**config.mk**
```make
export PLATFORM = sky130hd
export DESIGN_NAME = demod_tune_ctrl
export DESIGN_NICKNAME = d
export VERILOG_FILES = /design/src/rtl/demod_tune_ctrl_pkg.sv /design/src/rtl/demod_win_avg.sv /design/src/rtl/demod_tune_ctrl.sv
export SDC_FILE = /design/constraint.sdc
export NUM_CORES = 1
export LEC_CHECK = 0
export CORE_ASPECT_RATIO = 2
export CORE_MARGIN = 10
export CORE_UTILIZATION = 60
export CTS_BUF_LIST = sky130_fd_sc_hd__clkbuf_4 sky130_fd_sc_hd__clkbuf_8
export DETAILED_ROUTE_END_ITERATION = 8
export GPL_TIMING_DRIVEN = 0
export PLACE_DENSITY = 0.83
export SYNTH_ARGS = -nofsm -noshare
export SYNTH_HDL_FRONTEND = slang
export SYNTH_SLANG_ARGS = --single-unit
```
**constraint.sdc**
```tcl
create_clock -name clk_in -period 14.25 [get_ports clk_in]
set_clock_uncertainty 0.15 [all_clocks]
set_input_delay 2.1375 -clock clk_in [delete_from_list [all_inputs] [get_ports clk_in]]
set_output_delay 2.1375 -clock clk_in [all_outputs]
set_load 0.02 [all_outputs]
```
**src/rtl/demod_tune_ctrl_pkg.sv**
```systemverilog
// Shared types and helpers for the carrier acquisition / AFC controller.
package demod_tune_ctrl_pkg;

  typedef enum logic [2:0] {
    StIdle,
    StSettle,
    StMeasure,
    StEval,
    StDecide,
    StTrack
  } state_e;

  // Width of a counter that must reach n-1.
  function automatic int unsigned cnt_w(input int unsigned n);
    return (n <= 1) ? 1 : $clog2(n);
  endfunction

endpackage

```
**src/rtl/demod_win_avg.sv**
```systemverilog
// Strobe-gated window averager: sums 2^Log2 samples, pulses done_o on the last one and
// presents the floor mean (including that last sample) in the same cycle.
module demod_win_avg #(
  parameter int unsigned Width  = 12,
  parameter int unsigned Log2   = 8,
  parameter bit          Signed = 1'b0
) (
  input  logic             clk_i,
  input  logic             rst_i,
  input  logic             clr_i,
  input  logic             en_i,
  input  logic [Width-1:0] data_i,
  output logic             done_o,
  output logic [Width-1:0] mean_o
);

  localparam int unsigned AccW = Width + Log2;

  logic [AccW-1:0] acc_q, acc_d, data_ext, sum;
  logic [Log2-1:0] cnt_q, cnt_d;

  always_comb begin
    if (Signed) data_ext = {{Log2{data_i[Width-1]}}, data_i};
    else        data_ext = {{Log2{1'b0}}, data_i};
    sum    = acc_q + data_ext;
    done_o = en_i && !clr_i && (cnt_q == '1);
    if (Signed) mean_o = Width'($signed(sum) >>> Log2);
    else        mean_o = Width'(sum >> Log2);
    acc_d = acc_q;
    cnt_d = cnt_q;
    if (clr_i) begin
      acc_d = '0;
      cnt_d = '0;
    end else if (en_i) begin
      // Counter wraps to zero on the last sample, so the next window starts clean.
      cnt_d = cnt_q + 1'b1;
      acc_d = done_o ? '0 : sum;
    end
  end

  always_ff @(posedge clk_i or posedge rst_i) begin
    if (rst_i) begin
      acc_q <= '0;
      cnt_q <= '0;
    end else begin
      acc_q <= acc_d;
      cnt_q <= cnt_d;
    end
  end

endmodule

```
**src/rtl/demod_tune_ctrl.sv**
```systemverilog
// Carrier acquisition and AFC controller: sweeps the NCO word, locks on the strongest
// mean AM step, then trims the word from the mean FM discriminator output.
module demod_tune_ctrl
  import demod_tune_ctrl_pkg::*;
#(
  parameter int unsigned PHASE_WIDTH  = 32,
  parameter int unsigned OUTPUT_WIDTH = 12,
  parameter int unsigned STEP_WIDTH   = 8,
  parameter int unsigned SETTLE_CYC   = 64,
  parameter int unsigned MEAS_LOG2    = 8,
  parameter int unsigned AFC_SHIFT    = 4
) (
  input  logic                    clk_in,
  input  logic                    RST,
  input  logic                    start,
  input  logic                    abort,
  input  logic [PHASE_WIDTH-1:0]  f_start,
  input  logic [PHASE_WIDTH-1:0]  f_step,
  input  logic [STEP_WIDTH-1:0]   n_steps,
  input  logic [OUTPUT_WIDTH-1:0] lock_thresh,
  input  logic                    sample_valid,
  input  logic [OUTPUT_WIDTH-1:0] am_in,
  input  logic [OUTPUT_WIDTH-1:0] fm_in,
  output logic [PHASE_WIDTH-1:0]  Fre_word,
  output logic                    busy,
  output logic                    locked,
  output logic                    fail,
  output logic [OUTPUT_WIDTH-1:0] peak_mag
);

  localparam int unsigned SettleW = cnt_w(SETTLE_CYC);

  state_e                  state_q, state_d;
  logic [PHASE_WIDTH-1:0]  word_q, word_d, peak_word_q, peak_word_d;
  logic [PHASE_WIDTH-1:0]  fs_q, fs_d, step_q, step_d, afc_delta;
  logic [STEP_WIDTH-1:0]   n_q, n_d, idx_q, idx_d, last_idx;
  logic [OUTPUT_WIDTH-1:0] thresh_q, thresh_d, peak_q, peak_d, am_mean_q, am_mean_d;
  logic [OUTPUT_WIDTH-1:0] am_mean, fm_mean;
  logic [SettleW-1:0]      settle_q, settle_d;
  logic                    locked_q, locked_d, fail_q, fail_d;
  logic                    win_en, win_clr, am_done, fm_done, win_done;

  assign win_en   = sample_valid && (state_q == StMeasure || state_q == StTrack);
  assign win_clr  = !(state_q == StMeasure || state_q == StTrack);
  assign win_done = am_done && fm_done;
  assign last_idx = (n_q == '0) ? '0 : n_q - 1'b1;
  assign afc_delta = PHASE_WIDTH'($signed(fm_mean)) << AFC_SHIFT;

  demod_win_avg #(.Width(OUTPUT_WIDTH), .Log2(MEAS_LOG2), .Signed(1'b0)) u_am_avg (
    .clk_i  (clk_in),
    .rst_i  (RST),
    .clr_i  (win_clr),
    .en_i   (win_en),
    .data_i (am_in),
    .done_o (am_done),
    .mean_o (am_mean)
  );

  demod_win_avg #(.Width(OUTPUT_WIDTH), .Log2(MEAS_LOG2), .Signed(1'b1)) u_fm_avg (
    .clk_i  (clk_in),
    .rst_i  (RST),
    .clr_i  (win_clr),
    .en_i   (win_en),
    .data_i (fm_in),
    .done_o (fm_done),
    .mean_o (fm_mean)
  );

  always_comb begin
    state_d     = state_q;
    word_d      = word_q;
    peak_word_d = peak_word_q;
    fs_d        = fs_q;
    step_d      = step_q;
    n_d         = n_q;
    thresh_d    = thresh_q;
    idx_d       = idx_q;
    peak_d      = peak_q;
    am_mean_d   = am_mean_q;
    settle_d    = settle_q;
    locked_d    = locked_q;
    fail_d      = 1'b0;
    if (abort) begin
      state_d  = StIdle;
      locked_d = 1'b0;
      settle_d = '0;
    end else begin
      unique case (state_q)
        StIdle: if (start) begin
          fs_d        = f_start;
          step_d      = f_step;
          n_d         = n_steps;
          thresh_d    = lock_thresh;
          word_d      = f_start;
          peak_word_d = f_start;
          idx_d       = '0;
          peak_d      = '0;
          settle_d    = '0;
          state_d     = StSettle;
        end
        StSettle: if (sample_valid) begin
          if (settle_q == SettleW'(SETTLE_CYC - 1)) begin
            settle_d = '0;
            state_d  = StMeasure;
          end else begin
            settle_d = settle_q + 1'b1;
          end
        end
        StMeasure: if (win_done) begin
          am_mean_d = am_mean;
          state_d   = StEval;
        end
        StEval: begin
          // Strict compare keeps the earliest step on ties.
          if (am_mean_q > peak_q) begin
            peak_d      = am_mean_q;
            peak_word_d = word_q;
          end
          if (idx_q == last_idx) begin
            state_d = StDecide;
          end else begin
            word_d  = word_q + step_q;
            idx_d   = idx_q + 1'b1;
            state_d = StSettle;
          end
        end
        StDecide: begin
          if (peak_q >= thresh_q) begin
            word_d  = peak_word_q;
            state_d = StTrack;
          end else begin
            fail_d  = 1'b1;
            state_d = StIdle;
          end
        end
        StTrack: if (win_done) begin
          if (am_mean < (thresh_q >> 1)) begin
            // Carrier lost: rerun the sweep from the latched configuration.
            locked_d    = 1'b0;
            word_d      = fs_q;
            peak_word_d = fs_q;
            idx_d       = '0;
            peak_d      = '0;
            settle_d    = '0;
            state_d     = StSettle;
          end else begin
            locked_d = 1'b1;
            word_d   = word_q + afc_delta;
          end
        end
        default: state_d = StIdle;
      endcase
    end
  end

  always_ff @(posedge clk_in or posedge RST) begin
    if (RST) begin
      state_q     <= StIdle;
      word_q      <= '0;
      peak_word_q <= '0;
      fs_q        <= '0;
      step_q      <= '0;
      n_q         <= '0;
      thresh_q    <= '0;
      idx_q       <= '0;
      peak_q      <= '0;
      am_mean_q   <= '0;
      settle_q    <= '0;
      locked_q    <= 1'b0;
      fail_q      <= 1'b0;
    end else begin
      state_q     <= state_d;
      word_q      <= word_d;
      peak_word_q <= peak_word_d;
      fs_q        <= fs_d;
      step_q      <= step_d;
      n_q         <= n_d;
      thresh_q    <= thresh_d;
      idx_q       <= idx_d;
      peak_q      <= peak_d;
      am_mean_q   <= am_mean_d;
      settle_q    <= settle_d;
      locked_q    <= locked_d;
      fail_q      <= fail_d;
    end
  end

  assign Fre_word = word_q;
  assign busy     = (state_q != StIdle);
  assign locked   = locked_q;
  assign fail     = fail_q;
  assign peak_mag = peak_q;

endmodule

```
Yosys cells after proc, flatten, opt, wreduce, memory -nomap -nowiden --
Cells that the tools add are included.
Storage, ports and cells: bits in writable memories 0, memories kept 0, bits in read-only memories 0, output and inout port bits 47, input port bits 113, register bits 247, latch bits 0, logic and storage cells 129
Operators by class: shifts and indexed selects 0, mux-type cells 55, equality and inequality tests 22, add/sub/neg operators 9, magnitude comparators 3, div/mod/pow operators 0, bitwise operators 1, multiply operators 0, reductions and logical operators 22
Operators with widths (number):
- $mux 32 | 8
- $pmux 32 s4 | 1
- $mux 20 | 6
- $pmux 32 s3 | 1
- $mux 8 | 9
- $add 32x32->32 | 2
- $mux 12 | 4
- $mux 6 | 6
- $pmux 12 s3 | 1
- $mux 3 | 9
- $add 8x1->8 const B | 3
- $pmux 8 s3 | 1
- $reduce_and 6->1 | 4
- $add 20x12->20 | 1
- $add 20x20->20 | 1
- $pmux 3 s6 | 1
- $pmux 6 s3 | 1
- $eq 8x8->1 const B | 2
- $ne 3x3->1 const B | 5
- $ge 12x12->1 | 1
- $gt 12x12->1 | 1
- $lt 12x11->1 | 1
- $ne 2x2->1 const B | 5
- $eq 8x8->1 | 1
- 20 further kinds | 37

Depth between registers and ports, before layout --
Gate-level depths: netlist (run 1).
depth after elaboration 9, mapped depth 25, depth with buffers taken out 24

Modules after synthesis --
Synthesis (run 1) repeated with hierarchy kept, for this count alone.
Unflattened totals: cell total of the unflattened synthesis 1928, area total of the unflattened synthesis 17349.1 µm²
Modules (own cells, without submodules):
- demod_tune_ctrl | instances 1, area each 13340.3 µm², cells each 1508, seq. area each 4779.6 µm²
- demod_win_avg (u_fm_avg) | instances 1, area each 2085.8 µm², cells each 213, seq. area each 700.7 µm²
- demod_win_avg (u_am_avg) | instances 1, area each 1923.1 µm², cells each 207, seq. area each 700.7 µm²

Least setup slack after synthesis (run 1) --
No wires, ideal clock.
path type input to register, start input am_in[0], end register peak_word_q[0], slack 7021 ps, arrival time 6955 ps, setup time 125 ps, stages on the path 25, buffers on the path 3, data required time 13975 ps, cell sequence ha_1 -> fa_1 -> a211oi_1 -> o21ai_0 -> a31o_2 -> a21o_1 -> a21oi_1 -> o21bai_1 -> a21o_1 -> clkbuf_1 -> nand3_1 -> xnor2_1 -> ha_1 -> nand3_1 -> a2111oi_0 -> a41oi_1 -> a32o_1 -> a21oi_1 -> or2_2 -> buf_2 -> a2bb2oi_1 -> o21ai_0 -> nand2_1 -> buf_2 -> mux2_2
On the way: longest elaborated chain between the ends 4
RTL lines:
- from (decl) | RTL line demod_tune_ctrl.sv:22 | input logic [OUTPUT_WIDTH-1:0] am_in,
- $add 20x12->20 | RTL line demod_win_avg.sv:25 | sum = acc_q + data_ext;
- via am_mean[10] | RTL line demod_tune_ctrl.sv:38 | logic [OUTPUT_WIDTH-1:0] am_mean, fm_mean;
- $lt 12x11->1 | RTL line demod_tune_ctrl.sv:137 | if (am_mean < (thresh_q >> 1)) begin
- $ne 2x1->1 (no source line)
- $reduce_and 6->1 (no source line)
- to (signal assigned) | RTL line demod_tune_ctrl.sv:174 | peak_word_q <= peak_word_d;
- to (decl) | RTL line demod_tune_ctrl.sv:34 | logic [PHASE_WIDTH-1:0] word_q, word_d, peak_word_q, peak_word_d;
The timed path passes the listed nets, and every way through them passes these cells. A chain may end at the register's enable or synchronous reset.

Worst setup path after layout (run 1) --
start input am_in[0], end register word_q[20], in the netlist Fre_word[20]
On the way: longest elaborated chain between the ends 5
RTL lines:
- $add 20x12->20 | RTL line demod_win_avg.sv:25
- via am_mean[10] | RTL line demod_tune_ctrl.sv:38
- $lt 12x11->1 | RTL line demod_tune_ctrl.sv:137
- $mux 32 | RTL line demod_tune_ctrl.sv:137
- $mux 32 | RTL line demod_tune_ctrl.sv:136 | StTrack: if (win_done) begin
- $pmux 32 s4 | RTL line demod_tune_ctrl.sv:88 | unique case (state_q)
- to (signal assigned) | RTL line demod_tune_ctrl.sv:173 | word_q <= word_d;
- to (decl) | RTL line demod_tune_ctrl.sv:34
The timed path passes the listed nets, and every way through them passes these cells. The select of a mux whose other input is x is not followed.

==> impl_metrics.py, run 1 <==
metrics = {
    "place": {
        "port_buffers": 158,
        "placement.setup.worst_slack_ps": 4980,
        "routability_congestion_estimate": 0.989,
        "post_dp_cell_area_sq_um": 19000,
        "place_hpwl_mm": 42.7,
    },
    "die": {
        "std_cell_rows": 86,
        "core_area_sq_um": 27700,
        "die_w_um": 139,
        "initial_utilization_pct": 60.9,
        "die_area_sq_um": 35600,
        "die_height_um": 257,
        "i_o_pin_cnt": 160,
    },
    "synth": {
        "top_count_cell_post_synth": "dfrtp_1",
        "synth_largest_type_area_fraction_pct": 36.7,
        "synth.distinct_cells": 71,
        "post_synth.cell_area_avg_sq_um": 9.20,
        "mappedNetlistNets": 2077,
        "post-synth-top-area-cell": "dfrtp_1",
        "synth_warnings": 0,
        "synth-edff-count": 0,
        "yosys_register_bits": 247,
        "async_reset_ff_share_pct": 100,
        "ys_seq_area_share_pct": 36.7,
        "syn_area_sq_um": 16900,
        "ys_top_cells_by_area": "dfrtp_1, ha_1, mux2_2",
        "synth_ff_type": "dfrtp_1",
        "synth.top_cells.by_count": "dfrtp_1, nand2_1, nor2_1",
        "post_synth_inst_count": 1831,
    },
    "final_layout": {
        "finalNetCount": 2279,
        "multi_input_comb_area_sq_um": 10100,
        "n_fill_cell": 2117,
        "areaGrowthSynthToFinish_pct": 17.3,
        "drive_gt1_share_pct": 10.0,
        "register_area_sq_um": 6180,
        "post-route-cell-area_sq_um": 19800,
    },
    "detailed_routing": {
        "drc_errors": 0,
        "routed_wl_mm": 56.7,
        "route.detailed.wl_per_inst_um": 23.6,
        "drt_iter0_drc": 1470,
        "detail_route.vias_per_cell": 6.60,
        "drt.antenna.violating_nets": 0,
        "pre_repair_dr_iteration_count": 7,
        "via_count": 15900,
    },
    "min_path": {
        "hold_path.class": "reg -> reg",
        "number_of_cells_on_the_worst_hold_path": 2,
        "hold_end": "u_fm_avg.acc_q[7]",
        "worst_hold_startpoint": "u_fm_avg.acc_q[7]",
    },
    "power_and_ir_drop": {
        "p_per_cell_area_nw_per_um2": 213,
        "vdd_drop_max_v": 0.000157,
        "static-leakage-power_nw": 8.62,
    },
    "worst_setup_path": {
        "slowest_delay_ps": 700,
        "rr_endpoint": "Fre_word[20]",
        "crit_arrival_ps": 9110,
        "cp-start-kind": "input pin",
        "critical_path.n_buffers_inverters": 5,
        "reg2reg_setup_slack_ps": 6980,
        "worst_ep_required_time_ps": 14500,
        "timing.critical_path.slowest_stage_cell": "a21oi_1",
        "critical-path-top-delay-family": "compound AO/OA/AOI/OAI gates",
        "worst-setup-path-type": "in -> reg",
        "critical_path.reg2reg.startpoint": "u_am_avg.acc_q[0]",
        "cp_max_fo": 10,
        "endpoint_type_of_the_worst_setup_path": "flip-flop",
        "r2r_cells": 25,
        "critPathMostFrequentCell": "a21oi_1",
    },
    "cts": {
        "cts.hold.buffers_added": 0,
        "clockRootBuffer": "clkbuf_8",
        "clk_pin_slew_worst_paths_ps": 60,
        "clock_buffers_created_by_tritoncts": 39,
        "tritoncts": "built",
        "cts.repair_timing.setup_buffer_count": 0,
        "ctsResizeCount": 0,
        "htree_num_levels": 2,
        "max-clock-path-buffers": 3,
        "clock-sinks": 247,
        "insertion_delay_ps": 580,
    },
    "job": {
        "max_cap_viol_count": 0,
    },
    "sta": {
        "final_min_period_over_clock_period_pct": 62.2,
        "grt_setup_unrepaired": "no",
        "finalWorstSetupSlack_ps": 5390,
        "max_slew.worst_pin.slew_ps": 1200,
        "tns_ps": 0,
        "setup_violating_endpoint_count_in_the_final_report": 0,
        "fmax_mhz": 113,
        "final-max-slew-violation-count": 0,
        "worst_slew_margin_relative_to_its_limit_pct": 19.6,
        "period_needed_ps": 8860,
        "finalHoldViolations": 0,
    },
    "global_routing": {
        "largest_net_degree_at_the_start_of_global_routing": 102,
        "grt.total_usage_pct": 30.5,
        "grt_first_pass_wirelength_mm": 87.6,
        "final_global_route_overflow_total": 0,
        "first_global_vias": 16200,
        "antenna_found_initial": 1,
    },
    "run_status": {
        "run_status": "completed",
    },
}
## stage by stage
| step | hold slack [ps] | total power [W] | util [%] | std cells |
|---|---|---|---|---|
| after floorplan | 296 | 0.00274 | - | 1831 |
| after global placement | 317 | 0.00341 | 68.2 | 2341 |
| after detailed placement | 329 | 0.00349 | 68.6 | 2344 |
| after CTS | 341 | 0.00415 | 71.5 | 2407 |
| after global routing | 361 | 0.00444 | 71.5 | 2408 |
| final | 337 | 0.00421 | 71.5 | 2408 |
## placed cells by master, fill, tap and decap left out, drive strengths merged, types with 21 or more instances in the layout
cell type / netlist / layout
and3: 22 / 22
buf: 24 / 27
nand3: 44 / 44
a22o: 25 / 25
o21ai: 127 / 127
a211oi: 26 / 26
a31oi: 26 / 26
clkbuf: 58 / 115
nor3: 33 / 33
xnor2: 63 / 63
dfrtp: 247 / 247
nand4: 21 / 21
nor2: 146 / 146
nand2: 147 / 147
a21o: 42 / 42
xor2: 41 / 41
inv: 62 / 62
clkdlybuf4s50: 0 / 158
ha: 129 / 129
mux2i: 23 / 23
a21oi: 140 / 140
o22ai: 49 / 49
mux2: 111 / 111
## where the power goes
part | leakage [nW] | total [W] | internal, W | switching [W]
clock | 0.424 | 0.000660 | 0.000359 | 0.000301
combinational | 5.08 | 0.00239 | 0.000989 | 0.00140
sequential | 3.11 | 0.00116 | 0.000931 | 0.000234
total | 8.62 | 0.00421 | 0.00228 | 0.00193
## routing by layer
metal  share of wire [%]  wire length [um]  global-route usage (%)  up-vias
met2                  52             29300                    55.1      835
met4                 8.6              4900                    23.7        0
li1                    -                 -                       -     7179
met1                  34             19000                    29.9     7592
met5                   0                 0                       0        -
met3                 6.2              3520                    5.46      278
## state kept, by name, summed over array words and instances (netlist names), 12 cells and up
signal,flops
fs_q,32
Fre_word,32
u_am_avg.acc_q,20
peak_mag,12
am_mean_q,12
step_q,32
thresh_q,12
u_fm_avg.acc_q,20
peak_word_q,32
## worst min-delay path: cells and delay by family, from the launching register on
| kind | cells | cell delay, ps |
|---|---|---|
| and+or+nand+nor | 1 | 50 |
| AOI/OAI and AO/OA | 1 | 60 |
| DFF | 1 | 340 |
## final cells by class
type                    instances  share of cell area (%)
multi-input cells            1440                    51.2
flip-flops and latches        247                    31.3
repair buffers                161                    8.36
clock buffers                  57                    3.65
well taps                     352                    2.23
plain buffers                  82                    1.66
inverters                      62                    1.22
clock inverters                 6                   0.418
diodes                          1                  0.0127
## cell families after synthesis
family          after synthesis  share of synthesized area, %
simple gates                499                          13.9
xor+xnor                    105                          5.54
mux                         134                          8.78
flops                       247                          36.7
fa+ha+maj                   133                          10.1
buf+inv                     144                          3.33
compound gates              569                          21.7
## worst max-delay path by stage
stage	start	to	slack, ps	cells past startpoint
final	am_in[0]	Fre_word[20]	5390	26
after global routing	am_in[0]	Fre_word[20]	5260	26
after CTS	am_in[0]	Fre_word[20]	5570	26
after detailed placement	am_in[0]	Fre_word[20]	4980	26
after global placement	RST	step_q[26]	2050	2
after floorplan	RST	Fre_word[0]	5180	1
(Power assumes the default switching activity.)
==> run 2: changes to the inputs <==
CORE_UTILIZATION = 54   (was 60)
PLACE_DENSITY = 0.79   (was 0.83)
clock period = 7.5 ns   (was 14.25 ns; I/O delays follow)
==> run 2 against run 1 <==
  * Cell count rose by 3.2%
  * Die area increased by 9.8%
  * Cell area up 1.3%
  * Critical endpoint unchanged
  * Largest cell class unchanged
  * Largest power group unchanged
==> impl_metrics.py, run 2 (synthesized netlist as in run 1, its figures left out) <==
metrics = {
    "run_status": {
        "run_status": "completed",
    },
    "detailed_routing": {
        "drc_errors": 0,
        "via_count": 15900,
        "met3_wirelength_from_detailed_routing_mm": 4.21,
        "highest_metal_used": "met4",
        "detail_route.vias_per_cell": 6.41,
        "pre_repair_dr_iteration_count": 8,
        "route.met2.wl_mm": 28.0,
        "drt.antenna.violating_nets": 0,
        "route.detailed.wl_per_inst_um": 22.4,
        "routed_wl_mm": 55.6,
        "drt_iter0_drc": 1473,
        "wl_met1_mm": 19.5,
    },
    "die": {
        "die_area_sq_um": 39100,
        "std_cell_rows": 91,
        "initial_utilization_pct": 54.6,
        "die_height_um": 270,
        "core_area_sq_um": 30900,
        "i_o_pin_cnt": 160,
        "die_w_um": 145,
    },
    "final_layout": {
        "final_common_cell": "dfrtp_1",
        "finalNetCount": 2284,
        "fin_util_pct": 64.9,
        "mostFrequentLayoutCells": "dfrtp_1, clkdlybuf4s50_1, nand2_1, nor2_1, a21oi_1",
        "areaGrowthSynthToFinish_pct": 18.8,
        "drive_gt1_share_pct": 10.5,
        "layout.cells.non_filler": 2484,
    },
    "worst_setup_path": {
        "r2r_cells": 25,
        "crit_arrival_ps": 7480,
        "endpoint_type_of_the_worst_setup_path": "flip-flop",
        "worst_ep_required_time_ps": 7760,
        "critical_path.reg2reg.startpoint": "u_am_avg.acc_q[0]",
        "reg2reg_setup_slack_ps": 890,
        "worst-setup-path-type": "in -> reg",
        "rr_endpoint": "Fre_word[20]",
        "cp-start-kind": "input pin",
        "cp_max_fo": 10,
    },
    "job": {
        "max_cap_viol_count": 0,
    },
    "min_path": {
        "hold_path.class": "reg -> reg",
        "number_of_cells_on_the_worst_hold_path": 2,
        "worst_hold_startpoint": "u_fm_avg.acc_q[7]",
        "hold_end": "u_fm_avg.acc_q[7]",
    },
    "cts": {
        "htree_num_levels": 2,
        "clk_pin_slew_worst_paths_ps": 70,
        "clockRootBuffer": "clkbuf_8",
        "tritoncts": "built",
        "max-clock-path-buffers": 3,
        "cts.hold.buffers_added": 0,
        "insertion_delay_ps": 580,
        "clock-sinks": 247,
        "clock_buffers_created_by_tritoncts": 39,
    },
    "global_routing": {
        "largest_net_degree_at_the_start_of_global_routing": 41,
        "first_global_vias": 16200,
        "final_global_route_overflow_total": 0,
        "grt_first_pass_wirelength_mm": 87.3,
        "antenna_found_initial": 2,
        "grt.total_usage_pct": 27.5,
    },
    "place": {
        "port_buffers": 158,
        "placed_cells": 2415,
        "place_hpwl_mm": 41.6,
        "routability_congestion_estimate": 0.944,
    },
    "sta": {
        "fmax_mhz": 138,
        "setup_violating_endpoint_count_in_the_final_report": 0,
        "final-max-slew-violation-count": 0,
        "worst_slew_margin_relative_to_its_limit_pct": 18.4,
        "period_needed_ps": 7220,
        "finalHoldViolations": 0,
        "max_slew.worst_pin.slew_ps": 1220,
        "final_min_period_over_clock_period_pct": 96.3,
        "grt_setup_unrepaired": "no",
    },
    "power_and_ir_drop": {
        "p_per_cell_area_nw_per_um2": 403,
        "vdd_drop_max_v": 0.000228,
        "static-leakage-power_nw": 8.70,
    },
}
run 2: changes by cell type in the layout (fill, tap and decap cells not counted), moves of 2 or more:
| cell | change |
|---|---|
| clkbuf_4 | -5 |
| clkinv_2 | +2 |
| buf_16 | -2 |
| clkbuf_8 | +5 |
| diode_2 | +2 |
| buf_12 | +7 |
run 2: critical path: stages:
cell	delay [ps]
clkdlybuf4s50_1	420
ha_1	250
fa_1	430
a211oi_1	280
o21ai_0	180
a31o_2	290
a21o_1	170
a21oi_1	230
o21bai_1	90
a21o_1	180
clkbuf_1	190
nand3_1	170
xnor2_1	110
ha_1	340
nand3_1	90
a2111oi_0	450
a41oi_1	120
a32o_1	260
a21oi_4	330
or2_2	190
buf_2	320
buf_2	380
clkbuf_1	460
o22ai_1	150
a21oi_1	150
a31oi_1	100
run 2: repair_timing:
item	4_1_cts	5_1_grt
endpoints found under the setup margin	29	39
resized for setup	1	3
buffers inserted	0	0
run 2: how the worst max path moves through the flow:
stage                   from         endpoint  slack, ps  cells past startpoint
finish              am_in[0]     Fre_word[20]        280                     26
global route        am_in[0]     Fre_word[20]         20                     26
CTS                 am_in[0]   peak_word_q[6]        180                     26
detailed placement  am_in[0]   peak_word_q[4]       -710                     26
global placement    am_in[0]  peak_word_q[10]       -600                     26
floorplan           am_in[0]   peak_word_q[0]       1280                     25
run 2: layout make-up:
type	count	area [sq um]
well taps	418	523
multi-input cells	1440	10100
flip-flops and latches	247	6180
plain buffers	82	329
clock buffers	57	753
clock inverters	9	123
diodes	3	7.51
repair buffers	166	1740
inverters	62	236
fillers	2544	10800
run 2: power breakdown:
part	internal (W)	switching (W)	leakage, nW
sequential	0.00177	0.000438	3.11
clock	0.000746	0.000582	0.459
combinational	0.00188	0.00265	5.12
total	0.00440	0.00367	8.70
run 2: through the flow:
step                      setup slack, ps  hold WS (ps)  setup TNS [ps]  total power (W)  cell area (sq um)
after floorplan                      1280           296               0          0.00520              16900
after global placement               -597           316          -28880          0.00646              19000
after detailed placement             -708           329          -36460          0.00662              19100
after CTS                             182           342               0          0.00797              20000
after global routing                 15.3           369               0          0.00855              20000
final                                 276           341               0          0.00807              20000
run 2: metal layers:
layer,track usage [%],vias up
met5,0,-
met4,18.4,0
met3,5.12,231
met2,47.9,821
met1,29.7,7675
li1,-,7190
